## src/rtl/seq_playback_if.sv

```systemverilog
// seq_playback_if: control, sequence and LED-side signals of the Simon Says playback engine.
interface seq_playback_if;
    logic        START;
    logic        ABORT;
    logic [4:0]  LEVEL;
    logic [31:0] SEQ_IN;
    logic [1:0]  COLOR;
    logic        LED_EN;
    logic        BUSY;
    logic        DONE;
    logic [3:0]  IDX;
    modport master (output START, ABORT, LEVEL, SEQ_IN, input COLOR, LED_EN, BUSY, DONE, IDX);
    modport slave  (input START, ABORT, LEVEL, SEQ_IN, output COLOR, LED_EN, BUSY, DONE, IDX);
endinterface

```

## src/rtl/seq_playback.sv

```systemverilog
// seq_playback: flashes the first min(LEVEL,16) 2-bit colour codes of a latched sequence word.
// Outputs are registered from the next-state values so the LED turns on the cycle after START.
module seq_playback #(
    parameter int ON_CYCLES  = 4,
    parameter int OFF_CYCLES = 2,
    parameter int CNT_W      = 16
) (
    input logic clk,
    input logic rst_PLAY,
    seq_playback_if.slave bus
);
    typedef enum logic [1:0] {S_IDLE, S_ON, S_OFF, S_FIN} state_t;
    localparam logic [CNT_W-1:0] ON_LAST  = CNT_W'(ON_CYCLES - 1);
    localparam logic [CNT_W-1:0] OFF_LAST = CNT_W'(OFF_CYCLES - 1);
    state_t           r_state, w_next;
    logic [CNT_W-1:0] r_cnt, w_cnt_nx;
    logic [31:0]      r_snap, w_snap_nx;
    logic [4:0]       r_len, w_len_nx, w_len_eff;
    logic [3:0]       r_idx, w_idx_nx;
    logic [1:0]       r_color;
    logic             r_led, r_busy, r_done;
    always_comb begin
        w_len_eff = bus.LEVEL > 5'd16 ? 5'd16 : bus.LEVEL;
        w_next    = r_state;
        w_cnt_nx  = r_cnt + CNT_W'(1);
        w_snap_nx = r_snap;
        w_len_nx  = r_len;
        w_idx_nx  = r_idx;
        case (r_state)
            S_IDLE: begin
                w_cnt_nx = '0;
                if (bus.START) begin
                    w_snap_nx = bus.SEQ_IN;
                    w_len_nx  = w_len_eff;
                    w_idx_nx  = '0;
                    w_next    = w_len_eff == 5'd0 ? S_FIN : S_ON;
                end
            end
            S_ON: if (r_cnt == ON_LAST) begin
                w_next   = S_OFF;
                w_cnt_nx = '0;
            end
            S_OFF: if (r_cnt == OFF_LAST) begin
                w_cnt_nx = '0;
                w_next   = {1'b0, r_idx} == r_len - 5'd1 ? S_FIN : S_ON;
                w_idx_nx = w_next == S_ON ? r_idx + 4'd1 : r_idx;
            end
            default: begin
                w_next   = S_IDLE;
                w_cnt_nx = '0;
            end
        endcase
        // abort overrides any transition, including the one into FIN
        if (bus.ABORT && r_state != S_IDLE) begin
            w_next   = S_IDLE;
            w_cnt_nx = '0;
            w_idx_nx = r_idx;
        end
    end
    always_ff @(posedge clk) begin
        if (rst_PLAY) begin
            r_state <= S_IDLE;
            r_cnt   <= '0;
            r_snap  <= '0;
            r_len   <= '0;
            r_idx   <= '0;
            r_color <= '0;
            r_led   <= 1'b0;
            r_busy  <= 1'b0;
            r_done  <= 1'b0;
        end else begin
            r_state <= w_next;
            r_cnt   <= w_cnt_nx;
            r_snap  <= w_snap_nx;
            r_len   <= w_len_nx;
            r_idx   <= w_idx_nx;
            r_color <= w_next == S_ON ? w_snap_nx[{w_idx_nx, 1'b0} +: 2] : r_color;
            r_led   <= w_next == S_ON;
            r_busy  <= w_next != S_IDLE;
            r_done  <= w_next == S_FIN;
        end
    end
    assign bus.COLOR  = r_color;
    assign bus.LED_EN = r_led;
    assign bus.BUSY   = r_busy;
    assign bus.DONE   = r_done;
    assign bus.IDX    = r_idx;
endmodule

```

## src/flat_wrapper.sv

```systemverilog
// flat-port wrapper written by rule: the top's interface ports become plain ports
module seq_playback_flat 
#(
    parameter int ON_CYCLES  = 4,
    parameter int OFF_CYCLES = 2,
    parameter int CNT_W      = 16
)
  (clk, rst_PLAY, bus_START, bus_ABORT, bus_LEVEL, bus_SEQ_IN, bus_COLOR, bus_LED_EN, bus_BUSY, bus_DONE, bus_IDX);
  seq_playback_if bus_i ();
  input logic clk;
  input logic rst_PLAY;
  input wire logic [$bits(bus_i.START)-1:0] bus_START;
  input wire logic [$bits(bus_i.ABORT)-1:0] bus_ABORT;
  input wire logic [$bits(bus_i.LEVEL)-1:0] bus_LEVEL;
  input wire logic [$bits(bus_i.SEQ_IN)-1:0] bus_SEQ_IN;
  output wire logic [$bits(bus_i.COLOR)-1:0] bus_COLOR;
  output wire logic [$bits(bus_i.LED_EN)-1:0] bus_LED_EN;
  output wire logic [$bits(bus_i.BUSY)-1:0] bus_BUSY;
  output wire logic [$bits(bus_i.DONE)-1:0] bus_DONE;
  output wire logic [$bits(bus_i.IDX)-1:0] bus_IDX;
  assign bus_i.START = bus_START;
  assign bus_i.ABORT = bus_ABORT;
  assign bus_i.LEVEL = bus_LEVEL;
  assign bus_i.SEQ_IN = bus_SEQ_IN;
  assign bus_COLOR = bus_i.COLOR;
  assign bus_LED_EN = bus_i.LED_EN;
  assign bus_BUSY = bus_i.BUSY;
  assign bus_DONE = bus_i.DONE;
  assign bus_IDX = bus_i.IDX;
  seq_playback #(.ON_CYCLES(ON_CYCLES), .OFF_CYCLES(OFF_CYCLES), .CNT_W(CNT_W)) u_core (.clk(clk), .rst_PLAY(rst_PLAY), .bus(bus_i));
endmodule
```

## config.mk

```make
export PLATFORM = sky130hd
export DESIGN_NAME = seq_playback_flat
export DESIGN_NICKNAME = d
export VERILOG_FILES = /design/src/rtl/seq_playback_if.sv /design/src/rtl/seq_playback.sv /design/src/flat_wrapper.sv
export SDC_FILE = /design/constraint.sdc
export NUM_CORES = 1
export LEC_CHECK = 0
export CORE_MARGIN = 1.5
export CORE_UTILIZATION = 45
export CTS_CLUSTER_SIZE = 40
export DETAILED_ROUTE_END_ITERATION = 6
export PLACE_DENSITY = 0.68
export SYNTH_ARGS = -nofsm -noshare
export SYNTH_HDL_FRONTEND = slang
export SYNTH_SLANG_ARGS = --single-unit
```

## constraint.sdc

```tcl
create_clock -name clk -period 3.1 [get_ports clk]
set_input_delay 0.31 -clock clk [delete_from_list [all_inputs] [get_ports clk]]
set_output_delay 0.31 -clock clk [all_outputs]
set_load 0.1 [all_outputs]
```

Yosys cells after proc, flatten, opt, wreduce, memory -nomap -nowiden
Index checks and enable logic that the tools add are counted.
{"block": "op_classes", "add_sub_neg": 3, "mul": 0, "n_reduce_logical": 7, "order_cmp": 1, "mux": 18, "shifts": 1, "eq_ne": 8, "bitwise_logic": 0, "div_mod_pow": 0}
{"operator": "$mux W32", "count": 2}
{"operator": "$mux W16", "count": 2}
{"operator": "$pmux W16 S2", "count": 1}
{"operator": "$shiftx A32 B6 Y2", "count": 1}
{"operator": "$add A16 B1 Y16 const B", "count": 1}
{"operator": "$eq A16 B1 Y1 const B", "count": 1}
{"operator": "$eq A16 B2 Y1 const B", "count": 1}
{"operator": "$mux W4", "count": 4}
{"operator": "$mux W2", "count": 6}
{"operator": "$pmux W4 S2", "count": 1}
{"operator": "$eq A2 B1 Y1 const B", "count": 3}
{"operator": "$pmux W2 S3", "count": 1}
{"operator": "$eq A4 B5 Y1", "count": 1}
{"operator": "$gt A5 B5 Y1 const B", "count": 1}
{"operator": "$logic_not A5 Y1", "count": 1}
{"operator": "$mux W5", "count": 1}
{"operator": "$sub A5 B1 Y5 const B", "count": 1}
{"operator": "$add A4 B1 Y4 const B", "count": 1}
{"operator": "$eq A2 B2 Y1 const B", "count": 2}
{"operator": "$reduce_bool A2 Y1", "count": 2}
{"operator": "$logic_not A2 Y1", "count": 1}
{"operator": "$reduce_and A2 Y1", "count": 1}
{"operator": "$reduce_or A2 Y1", "count": 1}
{"operator": "$logic_and A1 B1 Y1", "count": 1}
{"block": "totals", "memories": 0, "ram_bits": 0, "output_inout_bits": 9, "register_bits": 64, "mem_bits_ro": 0, "input_bits": 41, "latchBits": 0, "word_cells": 47}

Logic depth before layout (Yosys ltp)
Gate-level depths: netlist (run 1).
{"block": "depth", "depth_word": 9, "depth_mapped": 11, "depth_no_buf": 10}

Least setup slack after synthesis (run 1)
OpenSTA, ideal clock, no wires.
{"block": "synth_path", "path_type": "flip-flop to flip-flop", "start": "register u_core.r_idx[0], in the netlist u_core.bus.IDX[0]", "end": "register u_core.r_color[1], in the netlist u_core.bus.COLOR[1]", "n_path_buf": 1, "t_required_ns": 2.967, "path_stages_with_launch": 10, "arrival_ns": 3.124, "setup_slack_ns": -0.157, "setup_time_ns": 0.132, "synth_period_minus_slack_ns": 3.257, "path_cell_list": "dfxtp_1 > xnor2_1 > a311o_1 > o311ai_4 > mux2i_1 > or2_1 > buf_2 > mux4_1 > a311oi_1 > a211oi_1"}
{"block": "synth_between", "elab_chain_len": 8, "elab_cells_between_ends": 14, "cone_classes": "1 x add/sub; 3 x eq/ne; 1 x shift; 9 x mux"}
{"element": "start, declared", "line": "seq_playback.sv:19", "text": "logic [3:0] r_idx, w_idx_nx;"}
{"element": "start signal, assigned", "line": "seq_playback.sv:76", "text": "r_idx <= w_idx_nx;"}
{"element": "$eq A4 B5 Y1", "line": "seq_playback.sv:45", "text": "w_next = {1'b0, r_idx} == r_len - 5'd1 ? S_FIN : S_ON;"}
{"element": "$mux W2", "line": "seq_playback.sv:45"}
{"element": "$eq A2 B1 Y1", "line": "seq_playback.sv:46", "text": "w_idx_nx = w_next == S_ON ? r_idx + 4'd1 : r_idx;"}
{"element": "$mux W4", "line": "seq_playback.sv:46"}
{"element": "$mux W4", "line": "seq_playback.sv:43", "text": "S_OFF: if (r_cnt == OFF_LAST) begin"}
{"element": "$pmux W4 S2", "line": "seq_playback.sv:29", "text": "case (r_state)"}
{"element": "$mux W4", "line": "seq_playback.sv:54", "text": "if (bus.ABORT && r_state != S_IDLE) begin"}
{"element": "$shiftx A32 B6 Y2", "line": "seq_playback.sv:77", "text": "r_color <= w_next == S_ON ? w_snap_nx[{w_idx_nx, 1'b0} +: 2] : r_color;"}
{"element": "end signal, assigned", "line": "seq_playback.sv:77"}
{"element": "end, declared", "line": "seq_playback.sv:20", "text": "logic [1:0] r_color;"}
Parallel ways exist; a longest one is shown, timed or not.
A chain may end at the register's enable or synchronous reset.

Worst setup path in the final report (run 1)
{"block": "layout_path", "start": "register u_core.r_len[0]", "end": "register u_core.r_color[1], in the netlist u_core.bus.COLOR[1]"}
{"block": "layout_between", "elab_chain_len": 9, "elab_cells_between_ends": 13, "cone_classes": "1 x add/sub; 3 x eq/ne; 1 x shift; 8 x mux"}
{"element": "start, declared", "line": "seq_playback.sv:18", "text": "logic [4:0] r_len, w_len_nx, w_len_eff;"}
{"element": "start signal, assigned", "line": "seq_playback.sv:75", "text": "r_len <= w_len_nx;"}
{"element": "$sub A5 B1 Y5 (*)", "line": "seq_playback.sv:45"}
{"element": "$eq A4 B5 Y1 (*)", "line": "seq_playback.sv:45"}
{"element": "$mux W2 (*)", "line": "seq_playback.sv:45"}
{"element": "$eq A2 B1 Y1", "line": "seq_playback.sv:46"}
{"element": "$mux W4", "line": "seq_playback.sv:46"}
{"element": "$mux W4", "line": "seq_playback.sv:43"}
{"element": "$pmux W4 S2", "line": "seq_playback.sv:29"}
{"element": "$mux W4", "line": "seq_playback.sv:54"}
{"element": "$shiftx A32 B6 Y2", "line": "seq_playback.sv:77"}
Every way passes the cells marked *; elsewhere a longest branch is shown, timed or not.

==> results_tabular.tex, run 1 <==
\begin{tabular}{lr}
\hline
Metric & Value \\
\hline
\multicolumn{2}{l}{\textbf{Logic synthesis}} \\
Number of nets in the synthesized netlist & 443 \\
Synth top cells by count & 64 x sky130\_fd\_sc\_hd\_\_dfxtp\_1, 61 x sky130\_fd\_sc\_hd\_\_nand2\_1, 38 x sky130\_fd\_sc\_hd\_\_a21oi\_1, 37 x sky130\_fd\_sc\_hd\_\_nor2\_1, 14 x sky130\_fd\_sc\_hd\_\_and3\_1 \\
Combinational family with the most area after synthesis & simple AND/OR/NAND/NOR gates \\
Synthesis-stage register bit count & 64 \\
Number of warnings printed during yosys synthesis & 0 \\
Post-synthesis simple-gate area fraction & 23.5\% \\
Share of cell area taken by muxes after synthesis & 4.91\% \\
Xor/xnor cell area share of the yosys netlist & 5.44\% \\
Synth async-reset ratio & 0\% \\
Cell with the most instances after synthesis & sky130\_fd\_sc\_hd\_\_dfxtp\_1 \\
Top flip-flop cell by instance count after synthesis & sky130\_fd\_sc\_hd\_\_dfxtp\_1 \\
Cell area after synthesis & 3310 sq um \\
Sequential share of the synthesized area & 38.7\% \\
Cell taking the most area after synthesis & sky130\_fd\_sc\_hd\_\_dfxtp\_1 \\
EDFF count, synth & 0 \\
Post-synth cell types & 51 \\
Cells after synthesis & 394 \\
Adder-cell area share of the yosys netlist & 3.02\% \\
Compound-cell area share of the yosys netlist & 20.7\% \\
Top-area cell type share of the netlist area & 38.7\% \\
Average cell area after synthesis & 8.40 sq um \\
Area contributors post-synth & sky130\_fd\_sc\_hd\_\_dfxtp\_1 39\%, sky130\_fd\_sc\_hd\_\_nand2\_1 6.9\%, sky130\_fd\_sc\_hd\_\_a21oi\_1 5.7\% \\
\multicolumn{2}{l}{\textbf{Setup path}} \\
Number of cells traversed by the worst register-to-register path & 10 \\
Worst reg2reg path endpoint & u\_core.bus.COLOR[1] \\
Classification of the worst setup path & reg2reg \\
Crit Path Max Fanout & 8 \\
Critical Path End Type & register \\
Arrival time at the worst endpoint & 3110 ps \\
Required time of the critical path & 3320 ps \\
Startpoint of the worst register-to-register path & u\_core.r\_len[0] \\
Worst setup slack for register-to-register paths & 200 ps \\
CP startpoint kind & register \\
\multicolumn{2}{l}{\textbf{Power}} \\
Areal power density over the cells & 491 nW/um\^{}2 \\
Pleak & 1.55 nW \\
Peak ir drop on the vdd network & 0.000194 V \\
\multicolumn{2}{l}{\textbf{CTS}} \\
\# resized after CTS & 0 \\
Number of buffers created by CTS & 9 \\
Number of setup buffers added after CTS & 0 \\
Clock tree from TritonCTS & built \\
Master cell of the clock root buffer & sky130\_fd\_sc\_hd\_\_clkbuf\_8 \\
Sinks on the clock net & 64 \\
Clk pin slew, worst setup/hold paths & 70 ps \\
CTS HTree Levels & 3 \\
Clock Tree Buf Depth & 2 \\
Cts hold-fix bufs & 0 \\
Worst skew pair latency & 340 ps \\
\multicolumn{2}{l}{\textbf{Finish}} \\
Final core utilization & 58.7\% \\
Synthesis-to-finish area growth & 27.1\% \\
Proportion of layout cells with a drive suffix above 1 & 10.3\% \\
Antenna diodes & 0 \\
Final net count & 499 \\
\multicolumn{2}{l}{\textbf{STA}} \\
Maximum operating frequency & 0.345 GHz \\
Final-report setup violation count & 0 \\
Worst slack on hold paths & 453 ps \\
Final min period & 2900 ps \\
Max Transition Viols Final & 0 \\
Final Cycle Share & 93.5\% \\
Headroom to the max-slew limit & 35.2\% \\
Layout Skew & 11.4 ps \\
Pin slew with the least headroom to its limit & 969 ps \\
Setup Total Neg Slack & 0 ps \\
Final count of hold timing violations & 0 \\
RSZ-0062 raised after global routing & no \\
\multicolumn{2}{l}{\textbf{Floorplan}} \\
Floorplan row count & 31 \\
Die W & 88.8 um \\
Placeable core region & 7180 sq um \\
Top Ports & 50 \\
Y dimension of the die & 88.8 um \\
Starting Density & 46.1\% \\
Area enclosed by the die boundary & 7880 sq um \\
\multicolumn{2}{l}{\textbf{Detailed routing}} \\
Count of vias placed by the detailed router & 3055 \\
Post-route DRC violation count & 0 \\
Detailed router's first-iteration violation count & 128 \\
DRT Pass-1 Iters & 4 \\
Average detailed-routed wire length per instance & 14.5 um \\
Total Wirelength & 8020 um \\
Antenna Violating Nets Remaining & 0 \\
Avg Vias per Cell & 5.51 \\
\multicolumn{2}{l}{\textbf{Worst hold path}} \\
End point of the worst hold path & u\_core.r\_snap[27] \\
Number of cells on the worst hold path & 2 \\
Class of the most critical hold timing path & reg2reg \\
Launch point of the worst hold path & u\_core.r\_snap[27] \\
\multicolumn{2}{l}{\textbf{Global routing}} \\
Aggregate global-route resource usage & 21.9\% \\
Overflow left after global routing & 0 \\
Maximum number of pins on one net before global-route repair & 34 \\
Via count of the first global-routing pass & 2840 \\
Initial antenna violation count & 0 \\
First-pass GRT wire length & 13200 um \\
\multicolumn{2}{l}{\textbf{Placed design}} \\
Number of port buffers & 49 \\
Final HPWL DP & 5800 um \\
Gpl congestion & 0.857 \\
\multicolumn{2}{l}{\textbf{Job}} \\
Total of max-cap violations & 0 \\
\multicolumn{2}{l}{\textbf{Status}} \\
Result of the run & finished, final reports clean \\
\hline
\end{tabular}
[cell families after synthesis]
kind of cell,count (synthesis)
muxes,8
AOI/OAI and AO/OA,99
adders and majority gates,8
buffers and inverters,32
DFF,64
and+or+nand+nor,164
xor gates and xnor gates,19
[layer usage]
metal	GRT usage, %	vias up	share of wire [%]
met5	0	-	0
met3	4.20	20	4.7
met2	34.0	87	45
li1	-	1520	-
met1	29.8	1428	48
met4	9.80	0	2.4
[how the worst max path moves through the flow]
stage | start | endpoint | slack [ps] | cells past startpoint
2_1_floorplan | u_core.bus.IDX[0] | u_core.bus.COLOR[1] | 190 | 9
3_3_place_gp | u_core.r_len[0] | u_core.bus.COLOR[1] | 250 | 10
3_5_place_dp | u_core.r_len[0] | u_core.bus.COLOR[1] | 170 | 10
4_1_cts | u_core.r_len[0] | u_core.bus.COLOR[1] | 180 | 10
5_1_grt | u_core.r_len[0] | u_core.bus.COLOR[0] | 20 | 11
6_report | u_core.r_len[0] | u_core.bus.COLOR[1] | 200 | 10
[flip-flops by register name, summed over array words and instances (netlist names)]
| signal | count |
|---|---|
| u_core.r_cnt | 16 |
| u_core.bus.BUSY | 1 |
| u_core.bus.LED_EN | 1 |
| u_core.bus.IDX | 4 |
| u_core.bus.COLOR | 2 |
| u_core.r_len | 5 |
| u_core.r_state | 2 |
| u_core.r_snap | 32 |
| u_core.bus.DONE | 1 |
[critical path: stages, from the launching register on]
cell and delay, ps:
sky130_fd_sc_hd__dfxtp_1 390, sky130_fd_sc_hd__inv_1 60, sky130_fd_sc_hd__ha_1 310, sky130_fd_sc_hd__xnor2_1 120
sky130_fd_sc_hd__a311o_1 320, sky130_fd_sc_hd__o311ai_4 290, sky130_fd_sc_hd__mux2i_1 250, sky130_fd_sc_hd__or2_1 320
sky130_fd_sc_hd__mux4_1 340, sky130_fd_sc_hd__a311oi_1 280, sky130_fd_sc_hd__a211oi_1 100
[stage by stage]
step | total power, W | setup slack [ps] | instance area [sq um] | cells
global placement | 0.00125 | 250 | 3970 | 538
global route | 0.00216 | 20.3 | 4210 | 554
detailed placement | 0.00126 | 172 | 3970 | 538
floorplan | 0.00114 | 193 | 3320 | 394
finish | 0.00207 | 202 | 4210 | 554
CTS | 0.00208 | 176 | 4200 | 554
[cell type report]
| class | instances | area, sq um |
|---|---|---|
| clock buffer | 11 | 151 |
| clock inverter | 5 | 78.8 |
| fill | 657 | 2970 |
| inverter | 13 | 48.8 |
| multi-input combinational | 298 | 1920 |
| sequential | 64 | 1290 |
| tap | 99 | 124 |
| timing repair buffer | 64 | 601 |
[layout by cell type, fill, tap and decap left out, types with 2 or more instances in the layout]
cell and count:
sky130_fd_sc_hd__xor2_1 8, sky130_fd_sc_hd__o21a_1 8, sky130_fd_sc_hd__a311oi_1 2, sky130_fd_sc_hd__clkdlybuf4s50_1 48, sky130_fd_sc_hd__a21o_1 2, sky130_fd_sc_hd__ha_1 7
sky130_fd_sc_hd__and3_1 14, sky130_fd_sc_hd__o22ai_1 4, sky130_fd_sc_hd__nor2b_1 3, sky130_fd_sc_hd__clkinv_2 2, sky130_fd_sc_hd__clkbuf_8 11, sky130_fd_sc_hd__o2bb2ai_1 7
sky130_fd_sc_hd__a211o_1 6, sky130_fd_sc_hd__a211oi_1 8, sky130_fd_sc_hd__nand4_1 6, sky130_fd_sc_hd__inv_1 12, sky130_fd_sc_hd__mux4_2 4, sky130_fd_sc_hd__nand3_1 8
sky130_fd_sc_hd__bufinv_16 2, sky130_fd_sc_hd__nand2_1 61, sky130_fd_sc_hd__nor3b_1 8, sky130_fd_sc_hd__nand2b_1 2, sky130_fd_sc_hd__nor4_1 3, sky130_fd_sc_hd__xnor2_1 10
sky130_fd_sc_hd__o221ai_1 4, sky130_fd_sc_hd__o311ai_0 2, sky130_fd_sc_hd__nor2_1 37, sky130_fd_sc_hd__dfxtp_1 60, sky130_fd_sc_hd__nor3_1 5, sky130_fd_sc_hd__mux2i_1 2
sky130_fd_sc_hd__and2_1 10, sky130_fd_sc_hd__mux4_1 2, sky130_fd_sc_hd__a31oi_1 2, sky130_fd_sc_hd__a21oi_1 37, sky130_fd_sc_hd__buf_4 16, sky130_fd_sc_hd__o21ai_0 6
sky130_fd_sc_hd__dfxtp_2 4
[power by group]
| part | switching [W] | total [W] | leakage [nW] | internal (W) |
|---|---|---|---|---|
| Clock | 0.000329 | 0.000824 | 0.119 | 0.000495 |
| Sequential | 0.0000194 | 0.000884 | 0.524 | 0.000864 |
| Combinational | 0.000201 | 0.000359 | 0.904 | 0.000158 |
No activity file was read; power rests on OpenSTA's default activity.
==> run 2: changes to the inputs <==
- SKIP_CTS_REPAIR_TIMING: unset -> 1
==> results of run 2 <==
No change in the layout: final DEF, timing and power equal those of run 1.
